File: config.mk
export PLATFORM = sky130hd
export DESIGN_NAME = tpm_tis_responder_flat
export DESIGN_NICKNAME = d
export VERILOG_FILES = /design/src/rtl/tpm_tis_responder_if.sv /design/src/rtl/tpm_tis_responder.sv /design/src/flat_wrapper.sv
export SDC_FILE = /design/constraint.sdc
export NUM_CORES = 1
export LEC_CHECK = 0
export ABC_AREA = 1
export CELL_PAD_IN_SITES_DETAIL_PLACEMENT = 1
export CELL_PAD_IN_SITES_GLOBAL_PLACEMENT = 1
export CORE_ASPECT_RATIO = 0.6
export CORE_MARGIN = 4
export CORE_UTILIZATION = 30
export CTS_BUF_LIST = sky130_fd_sc_hd__clkbuf_4 sky130_fd_sc_hd__clkbuf_8
export CTS_CLUSTER_SIZE = 14
export DETAILED_ROUTE_END_ITERATION = 16
export GPL_TIMING_DRIVEN = 0
export PLACE_DENSITY = 0.72
export SYNTH_ARGS = -nofsm -noshare
export SYNTH_HDL_FRONTEND = slang
export SYNTH_SLANG_ARGS = --single-unit
File: constraint.sdc
create_clock -name clk -period 4.4 [get_ports clk]
set_input_delay 0.44 -clock clk [delete_from_list [all_inputs] [get_ports clk]]
set_output_delay 0.44 -clock clk [all_outputs]
set_load 0.03 [all_outputs]
File: src/rtl/tpm_tis_responder_if.sv
// Host-side TPM TIS bus between the TPMManager initiator and a responder.
// master: drives the address, write data, direction and start request.
// slave : returns ready, read data and the response-valid pulse.
interface tpm_tis_responder_if;
  logic [15:0] hostAddr;
  logic [7:0]  hostInData;
  logic        hostIsWrite;
  logic        hostStart;
  logic        hostIsReady;
  logic [7:0]  hostOutData;
  logic        hostGotResponse;

  modport master (
    output hostAddr, hostInData, hostIsWrite, hostStart,
    input  hostIsReady, hostOutData, hostGotResponse
  );

  modport slave (
    input  hostAddr, hostInData, hostIsWrite, hostStart,
    output hostIsReady, hostOutData, hostGotResponse
  );
endinterface

File: src/rtl/tpm_tis_responder.sv
// TPM TIS FIFO-interface endpoint that stands in for a physical TPM. It serves
// ACCESS (0x0000), STS (0x0018) and DATA_FIFO (0x0024), runs the
// IDLE -> RECEPTION -> EXECUTION -> COMPLETION lifecycle and answers every
// command with a canned 10-byte response.
// Ports: clk, reset (synchronous, active-low), bus (host bus, slave side),
//        cmdLength/cmdCode (parsed header), cmdDone (pulse on completion),
//        overflow (sticky, command exceeded the buffer).
module tpm_tis_responder #(
  parameter int unsigned BUSY_CYCLES  = 5,
  parameter int unsigned EXEC_CYCLES  = 30,
  parameter int unsigned MAX_CMD      = 64,
  parameter logic [7:0]  ACCESS_VALUE = 8'hA1
) (
  input  logic                 clk,
  input  logic                 reset,
  tpm_tis_responder_if.slave   bus,
  output logic [31:0]          cmdLength,
  output logic [31:0]          cmdCode,
  output logic                 cmdDone,
  output logic                 overflow
);

  localparam int unsigned BUSY_W   = (BUSY_CYCLES > 0) ? $clog2(BUSY_CYCLES + 1) : 1;
  localparam int unsigned EXEC_W   = (EXEC_CYCLES > 1) ? $clog2(EXEC_CYCLES + 1) : 1;
  localparam int unsigned IDX_W    = (MAX_CMD > 1) ? $clog2(MAX_CMD) : 1;
  localparam int unsigned RESP_LEN = 10;
  localparam logic [15:0] ADDR_ACCESS = 16'h0000;
  localparam logic [15:0] ADDR_STS    = 16'h0018;
  localparam logic [15:0] ADDR_FIFO   = 16'h0024;
  localparam logic [31:0] RC_SIZE     = 32'h0000_0142;

  typedef enum logic [1:0] {
    ST_IDLE, ST_RECEPTION, ST_EXECUTION, ST_COMPLETION
  } state_e;

  state_e              state_q, state_d;
  logic                ready_q, ready_d;
  logic [BUSY_W-1:0]   busy_q, busy_d;
  logic                pend_q, pend_d;
  logic [15:0]         pend_addr_q, pend_addr_d;
  logic [7:0]          pend_data_q, pend_data_d;
  logic                pend_wr_q, pend_wr_d;
  logic [7:0]          out_data_q, out_data_d;
  logic                got_resp_q, got_resp_d;
  logic [31:0]         cmd_len_q, cmd_len_d;
  logic [31:0]         cmd_code_q, cmd_code_d;
  logic                cmd_done_q, cmd_done_d;
  logic                ovf_q, ovf_d;
  logic [31:0]         bytes_rx_q, bytes_rx_d;
  logic [EXEC_W-1:0]   exec_cnt_q, exec_cnt_d;
  logic [3:0]          resp_idx_q, resp_idx_d;
  logic [7:0]          buf_q [MAX_CMD];
  logic [7:0]          buf_d [MAX_CMD];

  logic       rx_complete;
  logic       rc_ok;
  logic [7:0] sts_val;
  logic [7:0] resp_byte;

  // Header fully received and no further payload bytes expected.
  assign rx_complete = (bytes_rx_q >= 32'd6) && (bytes_rx_q >= cmd_len_q);
  assign rc_ok = (cmd_len_q >= 32'd10) && (cmd_len_q <= 32'(MAX_CMD)) && !ovf_q;

  // STS read value for the current lifecycle state.
  always_comb begin
    sts_val = 8'hC4;
    case (state_q)
      ST_IDLE:       sts_val = 8'hC4;
      ST_RECEPTION:  sts_val = rx_complete ? 8'h80 : 8'h88;
      ST_EXECUTION:  sts_val = 8'h04;
      ST_COMPLETION: sts_val = (resp_idx_q < 4'(RESP_LEN)) ? 8'h94 : 8'h84;
      default:       sts_val = 8'hC4;
    endcase
  end

  // Canned response: echoed tag, size 10, return code.
  always_comb begin
    resp_byte = 8'h00;
    case (resp_idx_q)
      4'd0:    resp_byte = buf_q[0];
      4'd1:    resp_byte = buf_q[1];
      4'd5:    resp_byte = 8'h0A;
      4'd6:    resp_byte = rc_ok ? 8'h00 : RC_SIZE[31:24];
      4'd7:    resp_byte = rc_ok ? 8'h00 : RC_SIZE[23:16];
      4'd8:    resp_byte = rc_ok ? 8'h00 : RC_SIZE[15:8];
      4'd9:    resp_byte = rc_ok ? 8'h00 : RC_SIZE[7:0];
      default: resp_byte = 8'h00;
    endcase
  end

  // Next-state: execution timer, then the transaction latched one cycle earlier,
  // then the bus handshake.
  always_comb begin
    state_d     = state_q;
    ready_d     = ready_q;
    busy_d      = busy_q;
    pend_d      = pend_q;
    pend_addr_d = pend_addr_q;
    pend_data_d = pend_data_q;
    pend_wr_d   = pend_wr_q;
    out_data_d  = out_data_q;
    got_resp_d  = 1'b0;
    cmd_len_d   = cmd_len_q;
    cmd_code_d  = cmd_code_q;
    cmd_done_d  = 1'b0;
    ovf_d       = ovf_q;
    bytes_rx_d  = bytes_rx_q;
    exec_cnt_d  = exec_cnt_q;
    resp_idx_d  = resp_idx_q;
    buf_d       = buf_q;

    if (state_q == ST_EXECUTION) begin
      if (exec_cnt_q == EXEC_W'(EXEC_CYCLES - 1)) begin
        state_d    = ST_COMPLETION;
        cmd_done_d = 1'b1;
        resp_idx_d = 4'd0;
      end else begin
        exec_cnt_d = exec_cnt_q + EXEC_W'(1);
      end
    end

    if (pend_q) begin
      pend_d = 1'b0;
      if (!pend_wr_q) begin
        got_resp_d = 1'b1;
        out_data_d = 8'hFF;
        case (pend_addr_q)
          ADDR_ACCESS: out_data_d = ACCESS_VALUE;
          ADDR_STS:    out_data_d = sts_val;
          ADDR_FIFO: begin
            if ((state_q == ST_COMPLETION) && (resp_idx_q < 4'(RESP_LEN))) begin
              out_data_d = resp_byte;
              resp_idx_d = resp_idx_q + 4'd1;
            end
          end
          default: out_data_d = 8'hFF;
        endcase
      end else begin
        case (pend_addr_q)
          ADDR_STS: begin
            // commandReady has priority over go when both bits are set.
            if (pend_data_q[6]) begin
              state_d    = ST_IDLE;
              bytes_rx_d = 32'd0;
              exec_cnt_d = '0;
              resp_idx_d = 4'd0;
              cmd_len_d  = 32'd0;
              cmd_code_d = 32'd0;
              ovf_d      = 1'b0;
              cmd_done_d = 1'b0;
              for (int i = 0; i < int'(MAX_CMD); i++) buf_d[i] = 8'h00;
            end else if (pend_data_q[5] && (state_q == ST_RECEPTION) && rx_complete) begin
              state_d    = ST_EXECUTION;
              exec_cnt_d = '0;
            end
          end
          ADDR_FIFO: begin
            // Bytes beyond the declared size are dropped uncounted; bytes beyond
            // the buffer are counted so the command can still be completed.
            if (((state_q == ST_IDLE) || (state_q == ST_RECEPTION)) && !rx_complete) begin
              if (bytes_rx_q >= 32'(MAX_CMD)) begin
                ovf_d = 1'b1;
              end else begin
                buf_d[bytes_rx_q[IDX_W-1:0]] = pend_data_q;
              end
              if ((bytes_rx_q >= 32'd2) && (bytes_rx_q <= 32'd5)) begin
                cmd_len_d = {cmd_len_q[23:0], pend_data_q};
              end
              if ((bytes_rx_q >= 32'd6) && (bytes_rx_q <= 32'd9)) begin
                cmd_code_d = {cmd_code_q[23:0], pend_data_q};
              end
              bytes_rx_d = bytes_rx_q + 32'd1;
              state_d    = ST_RECEPTION;
            end
          end
          default: ;
        endcase
      end
    end

    // Accept, then hold ready low for BUSY_CYCLES+1 cycles.
    if (ready_q && bus.hostStart) begin
      ready_d     = 1'b0;
      busy_d      = BUSY_W'(BUSY_CYCLES);
      pend_d      = 1'b1;
      pend_addr_d = bus.hostAddr;
      pend_data_d = bus.hostInData;
      pend_wr_d   = bus.hostIsWrite;
    end else if (!ready_q) begin
      if (busy_q == '0) ready_d = 1'b1;
      else              busy_d  = busy_q - BUSY_W'(1);
    end
  end

  always_ff @(posedge clk) begin
    if (!reset) begin
      state_q     <= ST_IDLE;
      ready_q     <= 1'b1;
      busy_q      <= '0;
      pend_q      <= 1'b0;
      pend_addr_q <= 16'h0000;
      pend_data_q <= 8'h00;
      pend_wr_q   <= 1'b0;
      out_data_q  <= 8'h00;
      got_resp_q  <= 1'b0;
      cmd_len_q   <= 32'd0;
      cmd_code_q  <= 32'd0;
      cmd_done_q  <= 1'b0;
      ovf_q       <= 1'b0;
      bytes_rx_q  <= 32'd0;
      exec_cnt_q  <= '0;
      resp_idx_q  <= 4'd0;
      for (int i = 0; i < int'(MAX_CMD); i++) buf_q[i] <= 8'h00;
    end else begin
      state_q     <= state_d;
      ready_q     <= ready_d;
      busy_q      <= busy_d;
      pend_q      <= pend_d;
      pend_addr_q <= pend_addr_d;
      pend_data_q <= pend_data_d;
      pend_wr_q   <= pend_wr_d;
      out_data_q  <= out_data_d;
      got_resp_q  <= got_resp_d;
      cmd_len_q   <= cmd_len_d;
      cmd_code_q  <= cmd_code_d;
      cmd_done_q  <= cmd_done_d;
      ovf_q       <= ovf_d;
      bytes_rx_q  <= bytes_rx_d;
      exec_cnt_q  <= exec_cnt_d;
      resp_idx_q  <= resp_idx_d;
      for (int i = 0; i < int'(MAX_CMD); i++) buf_q[i] <= buf_d[i];
    end
  end

  assign bus.hostIsReady     = ready_q;
  assign bus.hostOutData     = out_data_q;
  assign bus.hostGotResponse = got_resp_q;
  assign cmdLength           = cmd_len_q;
  assign cmdCode             = cmd_code_q;
  assign cmdDone             = cmd_done_q;
  assign overflow            = ovf_q;

endmodule

File: src/flat_wrapper.sv
// flat-port wrapper written by rule: the top's interface ports become plain ports
module tpm_tis_responder_flat 
#(
  parameter int unsigned BUSY_CYCLES  = 5,
  parameter int unsigned EXEC_CYCLES  = 30,
  parameter int unsigned MAX_CMD      = 64,
  parameter logic [7:0]  ACCESS_VALUE = 8'hA1
)
  (clk, reset, cmdLength, cmdCode, cmdDone, overflow, bus_hostAddr, bus_hostInData, bus_hostIsWrite, bus_hostStart, bus_hostIsReady, bus_hostOutData, bus_hostGotResponse);
  tpm_tis_responder_if bus_i ();
  input  logic clk;
  input  logic reset;
  output logic [31:0] cmdLength;
  output logic [31:0] cmdCode;
  output logic cmdDone;
  output logic overflow;
  input wire logic [$bits(bus_i.hostAddr)-1:0] bus_hostAddr;
  input wire logic [$bits(bus_i.hostInData)-1:0] bus_hostInData;
  input wire logic [$bits(bus_i.hostIsWrite)-1:0] bus_hostIsWrite;
  input wire logic [$bits(bus_i.hostStart)-1:0] bus_hostStart;
  output wire logic [$bits(bus_i.hostIsReady)-1:0] bus_hostIsReady;
  output wire logic [$bits(bus_i.hostOutData)-1:0] bus_hostOutData;
  output wire logic [$bits(bus_i.hostGotResponse)-1:0] bus_hostGotResponse;
  assign bus_i.hostAddr = bus_hostAddr;
  assign bus_i.hostInData = bus_hostInData;
  assign bus_i.hostIsWrite = bus_hostIsWrite;
  assign bus_i.hostStart = bus_hostStart;
  assign bus_hostIsReady = bus_i.hostIsReady;
  assign bus_hostOutData = bus_i.hostOutData;
  assign bus_hostGotResponse = bus_i.hostGotResponse;
  tpm_tis_responder #(.BUSY_CYCLES(BUSY_CYCLES), .EXEC_CYCLES(EXEC_CYCLES), .MAX_CMD(MAX_CMD), .ACCESS_VALUE(ACCESS_VALUE)) u_core (.clk(clk), .reset(reset), .bus(bus_i), .cmdLength(cmdLength), .cmdCode(cmdCode), .cmdDone(cmdDone), .overflow(overflow));
endmodule
==> key figures <==
Finish
  – Share of cells above drive strength 1: under 10%
  – Cell area after layout: 0.01076 mm^2
  – Nets: roughly 1500
  – Syn-to-layout area delta: 21.69%
  – Fillers: 3761
  – Ant. Diodes: 0
  – Fin cells: 1866

Global route
  – First-pass GRT wire length: 52.59 mm
  – Vias in the first global route: 9030
  – GRT overflow: 0
  – GRT Resource Usage Total: 21.04%
  – Initial antenna violation count: 0
  – Largest net degree at the start of global routing: 17

Critical path
  – Highest cell delay on the worst timing path: 0.51 ns
  – Critical-path top delay cell: dfxtp_1
  – Crit-path cells: inv_1 > ha_1 > a21oi_1 > nor2_1 > nor2_1 > nand2_1 > nand2_1 > nand2_1 > nand2_1 > nand2_1 > nand2_2 > nand2_4 > nand2_4 > nand4_4 > buf_2 > o21ai_1 > nor2_1
  – Nature of the critical path endpoint: flop
  – Delay-heaviest family, CP: simple AND/OR/NAND/NOR gates
  – Worst Reg2Reg Path Length in Cells: 17
  – Buf+Inv Stages, Crit Path: 2
  – Crit path top cell by count: nand2_1
  – Crit Path Max Fanout: 10
  – Worst Setup Start Kind: flop
  – CP Class: reg -> reg
  – Worst EP required: approximately 4.8 ns
  – Critical Path AT: 3.36 ns
  – R2r endpoint: u_core.cmdCode[16]
  – Flop2flop setup slack: between 1 and 1.5 ns
  – Worst r2r src: u_core.cmdLength[5]

Detailed routing
  – Drt pass-1 iters: 5
  – Routed wire length: 33.86 mm
  – Vias: between 9000 and 10000
  – Number of vias per cell: 4.903
  – DRC: 0
  – Post-route ant nets: 0
  – Routed WL per cell: 18.14 um
  – Iteration-0 DRC count of the detailed router: between 800 and 900

Placed design
  – Placer congestion estimate: 0.9396
  – Port Buffers: 103
  – HPWL after detailed placement: ~27 mm
  – Post-DP Area: 0.01038 mm^2
  – Cell total after placement: 1835

Synth
  – Number of flops mapped to enable cells by yosys: 0
  – Main synth FF type: dfxtp_1
  – Yosys reg bits: 164
  – Cell Area, Synth: 0.008845 mm^2
  – Syn Inst Count: approximately 1300
  – Syn avg cell area: 6.640 um^2
  – Synth top area share: 37.12%
  – Ys async rst share: 0%
  – Net Count, Synth: around 1400
  – Distinct cells, synth: between 40 and 50
  – Area leader, netlist: dfxtp_1
  – Yosys warns: 0
  – Sequential area share after synthesis: a little under two fifths
  – Synth area leaders: dfxtp_1, nand2_1, nor2_1

Floorplan
  – Initial Utilization: 30.62%
  – Die Y: 141 um
  – IO Pins: 104
  – Die area: 0.03238 mm^2
  – Overall die width: ~230 um
  – Site Rows: 48
  – Core area: 0.02889 mm^2

Job
  – Max Cap Viol: 0

Pwr
  – Static Leak: between 4 and 5 nW
  – PD cells: 266.4 mW/mm^2
  – Worst VDD drop: 0.1713 mV

Clock tree
  – CTS tree: yes
  – Clock Latency Late Sink: roughly 0.5 ns
  – Setup Fix Bufs, Post-CTS: 0
  – Post-cts resize count: 0
  – Hold_buf cts: 0
  – Cts bufs inserted: 17
  – Clock Tree Buf Depth: 2
  – H-tree Lvls: 4
  – Clock Sinks: 164
  – Clk slew on worst S/H paths: roughly 0.090 ns
  – Root Driver: clkbuf_8

STA
  – Period utilization: between 60% and 70%
  – RSZ-0062 raised after global routing: false
  – Final setup viols: 0
  – Worst-Margin Slew: approximately 0.87 ns
  – Clock period minus worst slack: 2.988 ns
  – Setup TNS: 0 ns
  – Clock Skews: 0.01426 ns
  – Fin. Hold Viols: 0
  – Fmax: 0.3347 GHz
  – Relative slew slack: 42.20%
  – Slew Limit Fails: 0

Hold path
  – Hold Path Class: reg -> reg
  – Worst Hold Depth: 2
  – Worst Hold Launch: u_core.buf_q[503]
  – Hold Path End: u_core.buf_q[503]

Outcome
  – Status: finished, final reports clean
==> registers in the layout (all words and copies together), names as in the netlist, 2 cells and up <==
signal / count
u_core.state_q: 2
u_core.bus.hostOutData: 8
u_core.pend_data_q: 8
u_core.buf_q: 16
u_core.cmdCode: 32
u_core.bytes_rx_q: 32
u_core.exec_cnt_q: 5
u_core.resp_idx_q: 4
u_core.busy_q: 3
u_core.pend_addr_q: 16
u_core.cmdLength: 32
==> logic make-up (layout without fill, tap and decap cells) <==
logic type | after synthesis | count (layout) | synth area share [%]
XOR/XNOR | 3 | 3 | 0.2971
AO/OA/AOI/OAI | 201 | 201 | 12.45
AND/OR/NAND/NOR | 646 | 646 | 31.59
adder cells (fa/ha/maj) | 43 | 43 | 6.083
buffers and inverters | 275 | 409 | 12.46
flip-flops | 164 | 164 | 37.12
==> cell usage after synthesis, types with 3 or more instances <==
cell / number
buf_4: 3
buf_2: 17
inv_2: 15
nand3_1: 37
a21oi_1: 71
o21bai_1: 6
nor4_1: 9
clkbuf_1: 20
nand2_1: 278
o21ai_1: 47
a221oi_1: 4
buf_6: 5
xor2_1: 3
ha_1: 43
o21ai_0: 52
dfxtp_1: 164
nor3_1: 14
or2_2: 4
nand4_1: 61
inv_1: 214
a31oi_1: 7
nand2_2: 4
nor2_1: 226
==> how the worst max path moves through the flow <==
stage | cells past startpoint | to | slack (ns) | start
floorplan | 16 | u_core.cmdLength[25] | 2.04 | u_core.cmdLength[15]
global placement | 7 | u_core.bytes_rx_q[15] | 1.10 | reset
detailed placement | 7 | u_core.bytes_rx_q[15] | 1.14 | reset
CTS | 17 | u_core.cmdLength[6] | 1.44 | u_core.cmdLength[5]
global route | 17 | u_core.cmdLength[6] | 1.18 | u_core.cmdLength[5]
finish | 17 | u_core.cmdCode[16] | 1.41 | u_core.cmdLength[5]
==> layout by cell type (no fill, tap or decap), types with 2 or more instances in the layout <==
master and count:
a221oi_1 4, o21ai_1 47, clkbuf_8 18, buf_4 3, nand2_1 278, ha_1 43
nor4_1 9, a21oi_1 71, or2_2 4, clkbuf_1 20, nor2_2 2, clkinv_4 3
nor2_4 2, bufinv_16 2, nor3_1 14, buf_2 17, a21o_1 2, inv_6 2
a31oi_1 7, xor2_1 3, clkdlybuf4s50_1 103, nand2_2 4, nand4_4 2, nand4_2 2
buf_6 5, nor2_1 226, nand3_1 37, nand4_1 61, inv_2 15, a2bb2oi_1 2
o21bai_1 6, dfxtp_1 164, inv_1 214, nand2_4 2, o21a_1 2, clkinv_2 4
o21ai_0 52
==> worst min-delay path, cell delays in order (launching register included) <==
cell	delay [ns]
dfxtp_1	0.32
nand2_1	0.06
a21oi_1	0.05
==> per-stage QoR <==
stage               hold slack, ns  setup WS, ns  power [mW]  util, %
detailed placement          0.4596         1.139       1.752    35.92
global placement            0.4567         1.095       1.747    35.92
finish                      0.4728         1.412       2.867    37.26
floorplan                   0.4452         2.043       1.657        -
CTS                         0.4565         1.445       2.896    37.26
global route                0.4680         1.185       2.988    37.26
==> layer usage <==
metal	share of wire (%)	vias to the layer above	wire (um)	GRT usage, %
met2	38	268	12750	28.30
met3	7.1	23	2414	5.048
li1	-	4468	-	-
met1	54	4390	18310	33.32
met4	1.1	0	376	4.319
met5	0	-	0	0
==> layout make-up <==
| type | instances | area [um^2] | share of cell area, % |
|---|---|---|---|
| inverter | 230 | 863.3 | 8.021 |
| timing repair buffer | 103 | 1031 | 9.579 |
| multi-input combinational | 893 | 4459 | 41.43 |
| tap | 400 | 500.5 | 4.650 |
| clock buffer | 19 | 255.2 | 2.372 |
| sequential | 164 | 3283 | 30.50 |
| buffer | 45 | 239.0 | 2.220 |
| clock inverter | 12 | 131.4 | 1.221 |
==> where the power goes <==
| part | switching, mW | total (mW) | internal [mW] |
|---|---|---|---|
| combinational | 0.124 | 0.191 | 0.0665 |
| clock | 0.623 | 1.15 | 0.524 |
| sequential | 0.0183 | 1.53 | 1.51 |
| total | 0.766 | 2.87 | 2.10 |
Note: power is estimated with default switching activity, not from simulation.
